### config.mk
export PLATFORM = sky130hd
export DESIGN_NAME = fetch_unit_flat
export DESIGN_NICKNAME = d
export VERILOG_FILES = /design/src/rtl/fetch_if.sv /design/src/rtl/fetch_unit.sv /design/src/flat_wrapper.sv
export SDC_FILE = /design/constraint.sdc
export NUM_CORES = 1
export LEC_CHECK = 0
export CAP_MARGIN = 20
export CELL_PAD_IN_SITES_DETAIL_PLACEMENT = 0
export CELL_PAD_IN_SITES_GLOBAL_PLACEMENT = 1
export CORE_MARGIN = 3
export CORE_UTILIZATION = 41
export CTS_CLUSTER_SIZE = 8
export DETAILED_ROUTE_END_ITERATION = 8
export PLACE_DENSITY_LB_ADDON = 0.3
export REMOVE_ABC_BUFFERS = 1
export SYNTH_ARGS = -nofsm -noshare
export SYNTH_HDL_FRONTEND = slang
export SYNTH_SLANG_ARGS = --single-unit
export TNS_END_PERCENT = 30
### constraint.sdc
create_clock -name clk -period 5.6 [get_ports clk]
set_input_delay 0.56 -clock clk [delete_from_list [all_inputs] [get_ports clk]]
set_output_delay 0.56 -clock clk [all_outputs]
set_load 0.05 [all_outputs]
### src/rtl/fetch_if.sv
// fetch_if
//   Groups the fetch stage's two handshakes: the instruction-memory read
//   channel (req/ready/rvalid) and the decode-facing presentation/redirect
//   channel.
//   master : the fetch unit (drives imem_req/imem_addr and PC/instr/instrValid)
//   slave  : the environment (memory + decode) driving the remaining signals
interface fetch_if;
    // instruction memory read channel
    logic        imem_req;
    logic [15:0] imem_addr;
    logic        imem_ready;
    logic        imem_rvalid;
    logic [15:0] imem_rdata;
    // decode channel
    logic [15:0] PC;
    logic [15:0] instr;
    logic        instrValid;
    logic        stall;
    logic [1:0]  brSel;
    logic        brEx;
    logic [15:0] bxTarget;

    modport master (
        output imem_req, imem_addr, PC, instr, instrValid,
        input  imem_ready, imem_rvalid, imem_rdata, stall, brSel, brEx, bxTarget
    );

    modport slave (
        input  imem_req, imem_addr, PC, instr, instrValid,
        output imem_ready, imem_rvalid, imem_rdata, stall, brSel, brEx, bxTarget
    );
endinterface

### src/rtl/fetch_unit.sv
// fetch_unit
//   Instruction fetch stage feeding decode. Owns the fetch PC, issues 16-bit
//   reads to instruction memory, buffers up to two fetched {pc, instr} pairs
//   and presents the oldest one to decode. Redirects from decode (brSel/brEx)
//   flush the buffer, retarget fetch, and mark in-flight reads for discard.
//
//   Ports
//     clk, reset  : clock, synchronous active-high reset
//     bus.master  : imem_req/imem_addr out, imem_ready/imem_rvalid/imem_rdata in;
//                   PC/instr/instrValid out, stall/brSel/brEx/bxTarget in
//
//   Parameters
//     RESET_PC  : fetch address after reset
//     NOP_INSTR : instruction shown to decode while nothing is valid
module fetch_unit #(
    parameter logic [15:0] RESET_PC  = 16'h0000,
    parameter logic [15:0] NOP_INSTR = 16'hBF00
) (
    input  logic    clk,
    input  logic    reset,
    fetch_if.master bus
);

    // ------------------------------------------------------------------
    // State
    // ------------------------------------------------------------------
    logic [15:0]      fetch_pc_q, fetch_pc_d;
    logic [1:0][15:0] buf_pc_q,   buf_pc_d;    // entry 0 is the head
    logic [1:0][15:0] buf_ins_q,  buf_ins_d;
    logic [1:0]       count_q,    count_d;     // buffered entries, 0..2
    logic [1:0]       inflight_q, inflight_d;  // accepted, not yet returned
    logic [1:0]       drop_q,     drop_d;      // oldest in-flight reads to discard
    logic [1:0][15:0] req_pc_q,   req_pc_d;    // addresses of in-flight reads, oldest at 0

    // ------------------------------------------------------------------
    // Per-cycle control
    // ------------------------------------------------------------------
    logic        head_valid;
    logic [15:0] head_pc;
    logic [15:0] head_ins;
    logic        redirect;
    logic        pop;
    logic        resp;
    logic        push;
    logic [2:0]  credit;
    logic        req;
    logic        accept;
    logic        wr_sel;
    logic        rq_sel;
    logic [15:0] br_base;
    logic [15:0] target;

    assign head_valid = (count_q != 2'd0);
    assign head_pc    = buf_pc_q[0];
    assign head_ins   = buf_ins_q[0];

    // Decode's branch decision only counts when it actually consumes the head.
    assign redirect = head_valid && !bus.stall && (bus.brEx || (bus.brSel != 2'b11));
    assign pop      = head_valid && !bus.stall && !redirect;

    // A response with nothing outstanding belongs to a request from before
    // reset and is ignored entirely.
    assign resp = bus.imem_rvalid && (inflight_q != 2'd0);
    // A response landing in a redirect cycle is wrong-path: the buffer it would
    // join is being cleared.
    assign push = resp && (drop_q == 2'd0) && !redirect;

    // Credit: every accepted read must have a buffer slot waiting for it,
    // counting the slot the head frees this cycle.
    assign credit = {1'b0, count_q} + {1'b0, inflight_q} - {2'b00, pop};
    assign req    = !reset && !redirect && (credit < 3'd2);
    assign accept = req && bus.imem_ready;

    // Write slot for a pushed entry is (count - pop); for the PC queue it is
    // (inflight - resp). Both results are 0 or 1 whenever a write happens,
    // which reduces to the LSB xor the decrement.
    assign wr_sel = count_q[0] ^ pop;
    assign rq_sel = inflight_q[0] ^ resp;

    // Branch target, relative to the presented instruction's PC + 4.
    always_comb begin
        br_base = head_pc + 16'd4;
        target  = br_base;
        if (bus.brEx)
            target = bus.bxTarget & 16'hFFFE;
        else if (bus.brSel == 2'b01)
            target = br_base + {{7{head_ins[7]}}, head_ins[7:0], 1'b0};
        else
            target = br_base + {{4{head_ins[10]}}, head_ins[10:0], 1'b0};
    end

    // ------------------------------------------------------------------
    // Next state
    // ------------------------------------------------------------------
    always_comb begin
        fetch_pc_d = fetch_pc_q;
        buf_pc_d   = buf_pc_q;
        buf_ins_d  = buf_ins_q;
        count_d    = count_q;
        inflight_d = inflight_q;
        drop_d     = drop_q;
        req_pc_d   = req_pc_q;

        // instruction buffer
        if (redirect) begin
            count_d = 2'd0;
        end else begin
            if (pop) begin
                buf_pc_d[0]  = buf_pc_q[1];
                buf_ins_d[0] = buf_ins_q[1];
            end
            if (push) begin
                buf_pc_d[wr_sel]  = req_pc_q[0];
                buf_ins_d[wr_sel] = bus.imem_rdata;
            end
            count_d = count_q + {1'b0, push} - {1'b0, pop};
        end

        // in-flight address queue; the oldest entry retires on every response,
        // dropped or not
        if (resp)
            req_pc_d[0] = req_pc_q[1];
        if (accept)
            req_pc_d[rq_sel] = fetch_pc_q;
        inflight_d = inflight_q + {1'b0, accept} - {1'b0, resp};

        // wrong-path discard count; no request is accepted in a redirect cycle
        if (redirect)
            drop_d = inflight_q - {1'b0, resp};
        else if (resp && (drop_q != 2'd0))
            drop_d = drop_q - 2'd1;

        // fetch address
        if (redirect)
            fetch_pc_d = target;
        else if (accept)
            fetch_pc_d = fetch_pc_q + 16'd2;
    end

    always_ff @(posedge clk) begin
        if (reset) begin
            fetch_pc_q <= RESET_PC;
            buf_pc_q   <= '0;
            buf_ins_q  <= '0;
            count_q    <= 2'd0;
            inflight_q <= 2'd0;
            drop_q     <= 2'd0;
            req_pc_q   <= '0;
        end else begin
            fetch_pc_q <= fetch_pc_d;
            buf_pc_q   <= buf_pc_d;
            buf_ins_q  <= buf_ins_d;
            count_q    <= count_d;
            inflight_q <= inflight_d;
            drop_q     <= drop_d;
            req_pc_q   <= req_pc_d;
        end
    end

    // ------------------------------------------------------------------
    // Outputs
    // ------------------------------------------------------------------
    assign bus.imem_req   = req;
    assign bus.imem_addr  = fetch_pc_q;
    assign bus.instrValid = head_valid;
    assign bus.PC         = head_valid ? head_pc  : 16'h0000;
    assign bus.instr      = head_valid ? head_ins : NOP_INSTR;

endmodule

### src/flat_wrapper.sv
// flat-port wrapper written by rule: the top's interface ports become plain ports
module fetch_unit_flat 
#(
    parameter logic [15:0] RESET_PC  = 16'h0000,
    parameter logic [15:0] NOP_INSTR = 16'hBF00
)
  (clk, reset, bus_imem_req, bus_imem_addr, bus_PC, bus_instr, bus_instrValid, bus_imem_ready, bus_imem_rvalid, bus_imem_rdata, bus_stall, bus_brSel, bus_brEx, bus_bxTarget);
  fetch_if bus_i ();
  input  logic clk;
  input  logic reset;
  output wire logic [$bits(bus_i.imem_req)-1:0] bus_imem_req;
  output wire logic [$bits(bus_i.imem_addr)-1:0] bus_imem_addr;
  output wire logic [$bits(bus_i.PC)-1:0] bus_PC;
  output wire logic [$bits(bus_i.instr)-1:0] bus_instr;
  output wire logic [$bits(bus_i.instrValid)-1:0] bus_instrValid;
  input wire logic [$bits(bus_i.imem_ready)-1:0] bus_imem_ready;
  input wire logic [$bits(bus_i.imem_rvalid)-1:0] bus_imem_rvalid;
  input wire logic [$bits(bus_i.imem_rdata)-1:0] bus_imem_rdata;
  input wire logic [$bits(bus_i.stall)-1:0] bus_stall;
  input wire logic [$bits(bus_i.brSel)-1:0] bus_brSel;
  input wire logic [$bits(bus_i.brEx)-1:0] bus_brEx;
  input wire logic [$bits(bus_i.bxTarget)-1:0] bus_bxTarget;
  assign bus_imem_req = bus_i.imem_req;
  assign bus_imem_addr = bus_i.imem_addr;
  assign bus_PC = bus_i.PC;
  assign bus_instr = bus_i.instr;
  assign bus_instrValid = bus_i.instrValid;
  assign bus_i.imem_ready = bus_imem_ready;
  assign bus_i.imem_rvalid = bus_imem_rvalid;
  assign bus_i.imem_rdata = bus_imem_rdata;
  assign bus_i.stall = bus_stall;
  assign bus_i.brSel = bus_brSel;
  assign bus_i.brEx = bus_brEx;
  assign bus_i.bxTarget = bus_bxTarget;
  fetch_unit #(.RESET_PC(RESET_PC), .NOP_INSTR(NOP_INSTR)) u_core (.clk(clk), .reset(reset), .bus(bus_i));
endmodule
# Yosys cells after proc, flatten, opt, wreduce, memory -nomap -nowiden
# Index checks and enable logic that the tools add are counted.
[op_classes]
muxes = 23
reduce_logical = 24
n_eq_ne = 2
n_lt_le_gt_ge = 5
addsub = 12
bitwise_logic = 3
[ops]
columns = ["op", "n"]
rows = [
  ["two-way mux 16 bit", 16],
  ["bitwise mux 32 bit", 3],
  ["adder 16 bit", 2],
  ["demux 16 bit (select 1 bit)", 2],
  ["adder 16 x 2 -> 16 bit (second input constant)", 1],
  ["adder 16 x 3 -> 16 bit (second input constant)", 1],
  ["logical AND 1 bit", 12],
  ["nonzero test 2 bit", 5],
  ["subtractor 2 x 1 -> 2 bit", 3],
  ["adder 2 x 1 -> 2 bit", 2],
  ["less-than comparator 1 x 2 -> 1 bit (second input constant)", 2],
  ["two-way mux 2 bit", 2],
  ["adder 2 x 2 -> 3 bit", 1],
  ["zero test 1 bit", 3],
  ["less-than comparator 3 x 2 -> 1 bit (second input constant)", 1],
  ["subtractor 3 x 1 -> 3 bit", 1],
  ["== test 2 x 1 -> 1 bit (second input constant)", 1],
  [">= comparator 1 bit (second input constant)", 2],
  ["zero test 2 bit", 1],
  ["!= test 2 bit (second input constant)", 1],
  ["AND reduction 2 bit", 1],
  ["OR reduction 2 bit", 1],
  ["subtractor 2 x 1 -> 2 bit (second input constant)", 1],
  ["XOR 1 bit", 2],
  ["other kinds (2)", 2],
]
[totals]
ff_bits = 118
in_bits = 40
wordCells = 79
out_inout_bits = 50

# Logic depth before layout (Yosys ltp)
[depth]
word_depth = 12
ltp_mapped = 16
mapped_depth_nobuf = 13

# Worst setup path before layout
# OpenSTA, ideal clock, no wires.
[synth_timing]
path_kind = "input to output"
start = "input bus_brEx"
end = "output bus_imem_req"
cell_stages = 9
t_required_ns = 5.040
t_arrival_ns = 3.984
path_slack_ns = 1.056
n_path_buf = 2
cell_sequence = "buf_2 nor4_4 buf_2 ha_1 inv_1 nand2_1 fa_1 xnor2_1 nor4b_1"
[synth_between]
elab_chain_len = 7
elab_cells_between_ends = 8
cone_classes = "add/sub (1); order compare (1); reduce/logical (6)"
[synth_rtl]
columns = ["item", "line", "rtl"]
rows = [
  ["from (decl)", "flat_wrapper.sv:21", "input wire logic [$bits(bus_i.brEx)-1:0] bus_brEx;"],
  ["logical OR 1 bit *", "fetch_unit.sv:58", "assign redirect = head_valid && !bus.stall && (bus.brEx || (bus.brSel != 2'b11));"],
  ["logical AND 1 bit *", "fetch_unit.sv:58", ""],
  ["zero test 1 bit *", "fetch_unit.sv:59, fetch_unit.sv:71", ""],
  ["logical AND 1 bit", "fetch_unit.sv:59", "assign pop = head_valid && !bus.stall && !redirect;"],
  ["subtractor 3 x 1 -> 3 bit", "fetch_unit.sv:70", "assign credit = {1'b0, count_q} + {1'b0, inflight_q} - {2'b00, pop};"],
  ["less-than comparator 3 x 2 -> 1 bit", "fetch_unit.sv:71", "assign req = !reset && !redirect && (credit < 3'd2);"],
  ["logical AND 1 bit *", "fetch_unit.sv:71", ""],
  ["to (decl)", "flat_wrapper.sv:11", "output wire logic [$bits(bus_i.imem_req)-1:0] bus_imem_req;"],
]
# Mark *: on every way between the ends. The rest lies on a longest branch, timed or not.

# Final worst setup path
[layout_timing]
start = "input bus_brEx"
end = "register u_core.req_pc_q[21] (netlist bit)"
[layout_between]
elab_chain_len = 8
elab_cells_between_ends = 9
cone_classes = "add/sub (1); order compare (1); reduce/logical (7)"
[layout_rtl]
columns = ["item", "line", "rtl"]
rows = [
  ["logical OR 1 bit *", "fetch_unit.sv:58", ""],
  ["logical AND 1 bit *", "fetch_unit.sv:58", ""],
  ["zero test 1 bit *", "fetch_unit.sv:59, fetch_unit.sv:71", ""],
  ["logical AND 1 bit", "fetch_unit.sv:59", ""],
  ["subtractor 3 x 1 -> 3 bit", "fetch_unit.sv:70", ""],
  ["less-than comparator 3 x 2 -> 1 bit", "fetch_unit.sv:71", ""],
  ["logical AND 1 bit *", "fetch_unit.sv:71", ""],
  ["logical AND 1 bit *", "fetch_unit.sv:72", "assign accept = req && bus.imem_ready;"],
  ["to (signal assigned)", "fetch_unit.sv:156", "req_pc_q <= req_pc_d;"],
  ["to (decl)", "fetch_unit.sv:33", "logic [1:0][15:0] req_pc_q, req_pc_d;"],
]
# Marks and branches as above.
# A chain may end at the register's enable or synchronous reset.

==> out/metrics.yaml <==
setup_path:
  cp.arrival_ns: 4.20
  required_ns: 5.87
  crit_family: "buffers and inverters"
  path_common_cell: "buf_4"
  path_max_fanout: 26
  endpoint_kind: "register"
  worstSetupPathType: "in -> reg"
  critical_path_buf_inv_count: 5
  cpPeakStageDelay_ns: 0.43
  cp-start-kind: "input port"
  critPathSlowestCell: "ha_1"
  worstPathCellList: "clkdlybuf4s50_1 > buf_4 > nor4_4 > ha_1 > inv_1 > nand2_1 > fa_1 > xnor2_1 > nor4bb_1 > buf_4 > and2_1 > ha_1 > buf_4 > mux2i_1 > nor2_1"
placed_design:
  post-dp-hpwl_um: 11190
  gp_congestion: 0.8130
  dp_slack_ns: 1.204
  io_buffers: 88
route:
  ant_nets: 0
  drc_errors: 0
  viasPerCell: 5.367
  vias: 5292
  wl_per_cell_um: 16.92
  drtIter0Drc: 294
  drt_pass1_iterations: 4
  drt-total-wl_um: 16680
synth:
  synth_edf_count: 0
  synth_top_family_by_area: "simple AND/OR/NAND/NOR gates"
  ys.flop_type: "dfxtp_1"
  async_flop_share_pct: 0
  synth_seq_cells: 118
  synthMuxAreaShare_pct: 13.08
  syn_area_sq_mm: 0.006275
  synth_compound_area_share_pct: 13.26
  synth_xor_area_share_pct: 6.142
  synth_cells: 720
  yosys_warnings: 0
  yosys.area_share.simple_pct: 19.90
  ys_types: 56
  yosysSeqAreaShare_pct: 37.65
  syn_area_per_cell_sq_um: 8.715
  synth_adder_area_share_pct: 5.424
sta:
  fin_setup_tns_ns: 0
  drv_slew: 0
  slew_headroom_pct: 36.71
  period_share_pct: 70.22
  fin_crit_ns: 3.932
  hold_viol_final: 0
  skew_ns: 0.006156
  max_clock_freq_ghz: 0.2543
  setup_viol: 0
  holdWs_ns: 0.4714
  rsz0062_at_grt: "no"
  timing.final.ws_setup_ns: 1.668
  tightest_slew_ns: 0.9493
cts:
  insertion_delay_ns: 0.42
  h-tree-depth: 4
  cts_setup_buffers: 0
  clock_path_buffers: 2
  cts_tree: "done"
  postCtsHoldBufs: 0
  ctsResizeCount: 0
  clk_pin_slew_ns: 0.05
  clock_sinks: 118
  clock_tree.root_cell: "clkbuf_16"
  cts_buffers: 17
status:
  outcome: "finished, final reports clean"
floorplan:
  rows: 44
  ios: 90
  die_y_um: 129.7
  core_sq_mm: 0.01475
  die_area_sq_mm: 0.01682
  die_w_um: 129.7
  start_util_pct: 42.53
power:
  p_per_area_mw_per_mm2: 467.4
  p_total_mw: 3.656
  irDropWorstVdd_mv: 0.2457
  p_leak_nw: 2.866
layout:
  drive_gt1_share_pct: 6.733
  multi_input_area_sq_mm: 0.003635
  fin_util_pct: 53.01
  diodes: 0
  register_area_sq_mm: 0.002362
  fin_nets: 857
  area_growth_pct: 24.65
  fill_cells: 1351
global_routing:
  grt.overflow.total: 0
  grt_pass1_wl_um: 26990
  gr-usage-all-layers_pct: 20.37
  antenna_found_initial: 0
  grt_max_degree: 75
  grt_pass1_vias: 5243
run:
  cap_violations: 0
worst_hold_path:
  hold_path.class: "reg -> reg"
## worst register-to-register path: cells and delay by family, from the launching register on
kind | cells | cell delay, ns
simple gates | 6 | 0.90
buf+inv | 3 | 0.64
flops | 1 | 0.38
fa+ha+maj | 3 | 1.10
mux | 1 | 0.22
xor+xnor | 1 | 0.15
## flip-flops by register name, summed over array words and instances, names as in the netlist
signal,flops
u_core.count_q,2
u_core.head_pc,16
u_core.drop_q,2
u_core.head_ins,16
u_core.bus.imem_addr,16
u_core.buf_pc_q,16
u_core.req_pc_q,32
u_core.buf_ins_q,16
u_core.inflight_q,2
## cell type report
cell class / count / share of cell area [%]
timing repair buffer: 100 / 12.61
inverter: 18 / 0.8639
clock inverter: 5 / 0.9598
clock buffer: 25 / 5.951
multi-input combinational: 536 / 46.47
sequential: 118 / 30.20
tap: 184 / 2.944
## power breakdown
part / internal, mW / switching, mW / leakage (nW) / total (mW)
clock: 0.658 / 0.367 / 0.265 / 1.02
combinational: 0.552 / 0.869 / 1.64 / 1.42
sequential: 1.01 / 0.196 / 0.957 / 1.21
total: 2.22 / 1.43 / 2.87 / 3.66
## Yosys cell counts (all sizes together), types with 2 or more instances
cell	number	area [sq um]
a211o	2	17.52
a211oi	49	372.9
a21boi	2	15.02
a21o	4	30.03
a21oi	13	65.06
a311oi	16	140.1
a31oi	4	25.02
and2	3	18.77
and3	10	62.56
buf	21	116.4
clkbuf	27	101.4
dfxtp	118	2362
fa	2	40.04
ha	24	300.3
inv	17	63.81
mux2i	82	820.8
nand2	55	209.0
nand2b	3	18.77
nand3	14	70.07
nand3b	2	15.01
nand4	7	50.05
nor2	131	494.2
nor2b	26	162.7
nor3	7	35.03
nor4	2	27.53
o211ai	2	15.01
o21a	2	15.01
o21ai	8	43.79
o41ai	2	25.03
or2	7	43.79
xnor2	21	183.9
xor2	23	201.4
## per-stage QoR
stage               cells  area [sq um]
detailed placement    955          7253
global placement      955          7253
floorplan             672          6057
CTS                   985          7794
finish                986          7821
global route          986          7821
## layout by cell type, fill, tap and decap left out, types with 3 or more instances in the layout
cell             count
a211oi_1            48
a21o_1               4
a21oi_1             13
a311oi_1            16
a31oi_1              4
and2_1               3
and3_1              10
buf_4               13
clkbuf_1             7
clkbuf_16           17
clkdlybuf4s50_1     86
clkinv_2             3
dfxtp_1            118
ha_1                23
inv_1               17
mux2i_1             82
nand2_1             54
nand2b_1             3
nand3_1             14
nand4_1              6
nor2_1             130
nor2b_1             26
nor3_1               6
o21ai_0              7
or2_2                7
xnor2_1             21
xor2_1              23
## final timing paths
| check | cells after the start | slack, ns | endpoint | from |
|---|---|---|---|---|
| worst max-delay path | 15 | 1.67 | u_core.req_pc_q[21] | bus_brEx |
| worst min-delay path | 2 | 0.47 | u_core.req_pc_q[3] | u_core.req_pc_q[19] |
| worst max register to register | 14 | 2.07 | u_core.req_pc_q[21] | u_core.count_q[1] |
| worst min register to register | 2 | 0.47 | u_core.req_pc_q[3] | u_core.req_pc_q[19] |
## cell families (layout without fill, tap and decap cells)
family,count (synthesis),count (layout)
AOI/OAI and AO/OA,112,112
buffers and inverters,66,148
adders and majority gates,26,26
muxes,82,82
xor gates and xnor gates,44,44
DFF,118,118
and+or+nand+nor,272,272
## per-layer routing
metal / routed length, um / GRT usage [%] / share of wire [%] / vias to the layer above
met2: 7885 / 32.51 / 47 / 116
met5: 0 / 0 / 0 / -
met3: 915 / 4.953 / 5.5 / 15
met1: 7699 / 27.48 / 46 / 2505
met4: 184 / 6.112 / 1.1 / 0
li1: - / - / - / 2656
No activity file was read; power rests on OpenSTA's default activity.
==> RTL edit 1 (config.mk and constraints unchanged) <==
Make the reset (`reset`) asynchronous in one clocked block. Comments in the files are not updated.
--- a/src/rtl/fetch_unit.sv
+++ b/src/rtl/fetch_unit.sv
@@ -138,5 +138,5 @@
     end
 
-    always_ff @(posedge clk) begin
+    always_ff @(posedge clk or posedge reset) begin
         if (reset) begin
             fetch_pc_q <= RESET_PC;
Function: differs if reset is asserted again (counterexample within 4 cycles, from zero or initial values and one cycle with reset high); with reset held inactive, the same outputs for 4 cycles.
==> RTL edit 1 against the unedited design <==
  * Via count down 2.7%
  * Sequential share of layout area up 5.0 points
  * Design area up 7.4%
  * Critical path depth down 3
  * Setup slack worse by 210 ps
  * Global-route usage down 0.17 points
  * Area after synthesis up 6.5%
  * Utilization down 0.33 points
  * Sequential cell count unchanged
  * Hold slack better by 28 ps
  * Routed wire length up 3.6%
Power is not compared: it rests on default switching activity, and its combinational part moved more than twofold at a synthesized area within 25%.
==> RTL edit 1: results <==
[synth]
synth_fa_ha_area_share_pct = 5.09
synth-async-reset-ratio_pct = 100
yosys-top-cells-area = dfrtp_1 44%, mux2_4 6.7%, mux2i_1 5.5%
muxShareOfSynthArea_pct = 15.3
ys_seq_area_share_pct = 44.2
synth_xor_area_share_pct = 5.11
synth_compound_area_share_pct = 11.1
synthTopCellsByCount = 118 x dfrtp_1, 73 x nor2_1, 64 x nand2_1
synth_cell_type_count = 51

[placement]
place.gp.congestion = 0.844
place_ws_ps = 1030
dp_hpwl_um = 11800

[worst_setup_path]
slowest_delay_ps = 820
cp.arrival_ps = 4440
critPathTopFamily = adder cells
crit_slowest_cell = ha_1
path_max_fanout = 17

[finish]
top_register = u_core.req_pc_q
largest_reg_flops = 32
drive_above_1_share_pct = 13.3
nets = 821
final_common_cell = dfrtp_1

[detailed_routing]
drt_iter0_drc = 268
wl_per_cell_um = 17.6
num_vias = 5150
dr.pass1.iters = 5

[clock_network]
post_cts_buffers = 0
cts_buffers = 17
h-tree-depth = 4
clk_pin_slew_worst_paths_ps = 50
cts_root_buffer = clkbuf_16
clock_latency_ps = 410

[min_path]
min_path_type = in2async

[power_and_ir_drop]
p_switching_mw = 2.69

[grt]
grt_pass1_vias = 5342
grt_pass1_wl_um = 28300
grt_antenna_before_repair = 0
grt_max_degree = 51
overflow = 0
track_usage_pct = 20.2

[status]
outcome = finished, final reports clean

[timing]
worstMarginPinSlew_ps = 964
fin_worst_skew_ps = 8.88
## RTL edit 1: changes by cell type after synthesis, sizes merged, moves of 10 or more
cell    before  now
a21oi       13   53
a211oi      49    9
mux2i       82   37
mux2         0   48
a31oi        4   18
dfrtp        0  118
a311oi      16    0
o21ai        8   19
nor2       131   73
dfxtp      118    0
clkbuf      27   17
## RTL edit 1: power by group through the flow
stage / clock (mW) / sequential, mW / combinational, mW
2_1_floorplan: 0 / 1.73 / 2.25
3_3_place_gp: 0 / 1.65 / 3.21
3_5_place_dp: 0 / 1.67 / 3.26
4_1_cts: 1.14 / 1.66 / 3.29
5_1_grt: 1.18 / 1.73 / 3.59
6_report: 1.13 / 1.66 / 3.28
## RTL edit 1: path summary, 6_finish.rpt
check,cells after the start,slack [ps],end,startpoint
worst max-delay path,12,1450,u_core.req_pc_q[31],bus_brEx
worst min-delay path,2,500,u_core.buf_pc_q[20],reset
worst max register to register,6,1560,u_core.req_pc_q[31],u_core.inflight_q[1]
worst min register to register,1,510,u_core.buf_ins_q[31],u_core.buf_ins_q[31]
max in group asynchronous,4,3530,u_core.buf_ins_q[27],reset
min in group clk,1,510,u_core.buf_ins_q[31],u_core.buf_ins_q[31]
## RTL edit 1: layout make-up
class                   count  area, um^2
well taps                 216         270
flip-flops and latches    118        2950
clock inverters            10         155
clock buffers              20         447
fillers                  1458        7540
inverters                  23        88.8
repair buffers             98         973
multi-input cells         497        3510
## RTL edit 1: stage by stage
stage               setup TNS [ps]  area, um^2  std cells  hold WS (ps)  power, mW
global route                     0        8400        982           515       6.50
finish                           0        8400        982           499       6.07
global placement                 0        7770        951           489       4.86
CTS                              0        8370        981           507       6.09
floorplan                  -119610        6540        638           481       3.97
detailed placement               0        7770        951           494       4.93
## RTL edit 1: cells by family (layout without fill, tap and decap cells)
kind of cell / after synthesis / in the layout
adders and majority gates: 26 / 26
AOI/OAI and AO/OA: 125 / 125
muxes: 85 / 85
and+or+nand+nor: 222 / 222
buffers and inverters: 54 / 151
xor gates and xnor gates: 39 / 39
DFF: 118 / 118
## RTL edit 1: worst register-to-register path, cell delays in order, from the launching register on
cell and delay (ps):
dfrtp_1 410, o21ai_2 760, clkinv_1 860, ha_1 590, inv_1 70, ha_1 790, mux2_2 430
## RTL edit 1: metal layers
layer | GRT usage (%) | vias to the layer above | wire (um)
met5 | 0 | - | 0
met4 | 6.51 | 0 | 283
met3 | 3.66 | 20 | 615
met2 | 33.2 | 108 | 8210
met1 | 27.2 | 2537 | 8180
li1 | - | 2485 | -
==> RTL edit 2 (same settings) <==
Made on the original files. `NOP_INSTR` is set to 16'hBF00 in 2 places; all go to 16'h8000.
--- a/src/rtl/fetch_unit.sv
+++ b/src/rtl/fetch_unit.sv
@@ -15,5 +15,5 @@
 module fetch_unit #(
     parameter logic [15:0] RESET_PC  = 16'h0000,
-    parameter logic [15:0] NOP_INSTR = 16'hBF00
+    parameter logic [15:0] NOP_INSTR = 16'h8000
 ) (
     input  logic    clk,
--- a/src/flat_wrapper.sv
+++ b/src/flat_wrapper.sv
@@ -3,5 +3,5 @@
 #(
     parameter logic [15:0] RESET_PC  = 16'h0000,
-    parameter logic [15:0] NOP_INSTR = 16'hBF00
+    parameter logic [15:0] NOP_INSTR = 16'h8000
 )
   (clk, reset, bus_imem_req, bus_imem_addr, bus_PC, bus_instr, bus_instrValid, bus_imem_ready, bus_imem_rvalid, bus_imem_rdata, bus_stall, bus_brSel, bus_brEx, bus_bxTarget);
Check against the original RTL: not equivalent (Yosys sat finds a counterexample within 4 cycles, from zero or initial values and one cycle with reset high).
==> RTL edit 2 against the unedited design <==
  * Design area grew 0.27%
  * Setup slack gained 130 ps
  * Critical path depth shrank 8
  * Combinational power shrank 8%
  * Hold slack gained 4.8 ps
  * Area after synthesis is essentially flat
  * Power shrank 1.6%
  * Largest power group unchanged
  * Routed wire length is essentially flat
  * Sequential cell count is the same
  * Count of clock-buffer cells in the layout shrank 3
==> RTL edit 2: results <==
[status]
outcome = finished, final reports clean

[min_path]
min_delay_worst_endpoint = u_core.req_pc_q[4]
min_path_type = reg2reg
hp-start = u_core.req_pc_q[20]
hold_depth = 2

[grt]
grt_pass1_vias = 5240
grt_max_degree = 72
gr-usage-met3_pct = 4.62
grt_pass1_wl_um = 26900
use_met2_pct = 33.9
track_usage_pct = 20.5
met1_usage_pct = 26.9

[flow_run]
drv_cap = 0

[synth]
synthTopCellsByCount = 130 x nor2_1, 118 x dfxtp_1, 82 x mux2i_1
yosys-top-cells-area = dfxtp_1 38%, mux2i_1 13%, nor2_1 7.8%
synth_flop_cell = dfxtp_1
synth-async-reset-ratio_pct = 0
ys_seq_area_share_pct = 37.7

[detailed_routing]
dr.pass1.iters = 4
drt_iter0_drc = 240
drt-met1-wl_um = 7830
wl_met3_um = 747
route.met2.wl_um = 7910
highest_layer = met4
routed_wl_um = 16700
num_vias = 5338

[worst_setup_path]
cp.arrival_ps = 4120
rrSetupSlack_ps = 1800
crit_start = u_core.inflight_q[1]
slowest_delay_ps = 880
r2r-end = u_core.head_pc[14]
crit_path_end = u_core.head_pc[14]
crit_slowest_cell = clkinv_1
reg2reg_depth = 7
path_max_fanout = 33

[finish]
nets = 857
antennaDiodeCount = 0
top_register = u_core.req_pc_q
drive_above_1_share_pct = 6.13
fillers = 1359
largest_reg_flops = 32

[clock_network]
post_cts_buffers = 0
clock_latency_ps = 410

[placement]
place.gp.congestion = 0.824
portBuffers = 88
dp_hpwl_um = 11300

[power_and_ir_drop]
peakVddDrop_mv = 0.336
leakagePower_nw = 2.87
intPower_mw = 2.24

[timing]
worstMarginPinSlew_ps = 1020
fin_worst_skew_ps = 4.37
holdWs_ps = 476
RTL edit 2: changes by cell type after synthesis:
cell | before | now
buf_1 | 5 | 6
nor2b_1 | 26 | 32
buf_2 | 9 | 11
or2_2 | 7 | 1
clkbuf_1 | 27 | 26
buf_4 | 7 | 5
RTL edit 2: area by class of cell:
type | instances | area [um^2] | area share, %
Clock inverter | 5 | 100 | 1.28
Sequential cell | 118 | 2360 | 30.1
Tap cell | 184 | 230 | 2.94
Inverter | 18 | 67.6 | 0.862
Timing Repair Buffer | 100 | 973 | 12.4
Multi-Input combinational cell | 536 | 3630 | 46.3
Clock buffer | 22 | 474 | 6.05
RTL edit 2: logic make-up after synthesis:
kind of cell / after synthesis / synth area share (%)
xor gates and xnor gates: 44 / 6.15
AOI/OAI and AO/OA: 112 / 13.3
DFF: 118 / 37.7
adders and majority gates: 26 / 5.43
and+or+nand+nor: 272 / 19.9
buffers and inverters: 66 / 4.47
muxes: 82 / 13.1
RTL edit 2: worst reg2reg max path, delay by kind of cell, from the launching register on:
kind,cells,cell delay [ps]
flops,1,340
compound gates,2,1040
buf+inv,2,1240
simple gates,3,1090
RTL edit 2: stage by stage:
step | util (%) | setup slack, ps | instances
floorplan | - | 127 | 672
global placement | 49.2 | 1320 | 955
detailed placement | 49.2 | 1260 | 955
CTS | 53.1 | 1610 | 982
global route | 53.2 | 1550 | 983
finish | 53.2 | 1800 | 983
RTL edit 2: power by group through the flow:
stage          Sequential (mW)  Clock, mW  Combinational [mW]
2_1_floorplan             1.25          0               0.825
3_3_place_gp              1.22          0                1.26
3_5_place_dp              1.23          0                1.29
4_1_cts                   1.21       1.10                1.31
5_1_grt                   1.24       1.14                1.43
6_report                  1.21       1.08                1.31
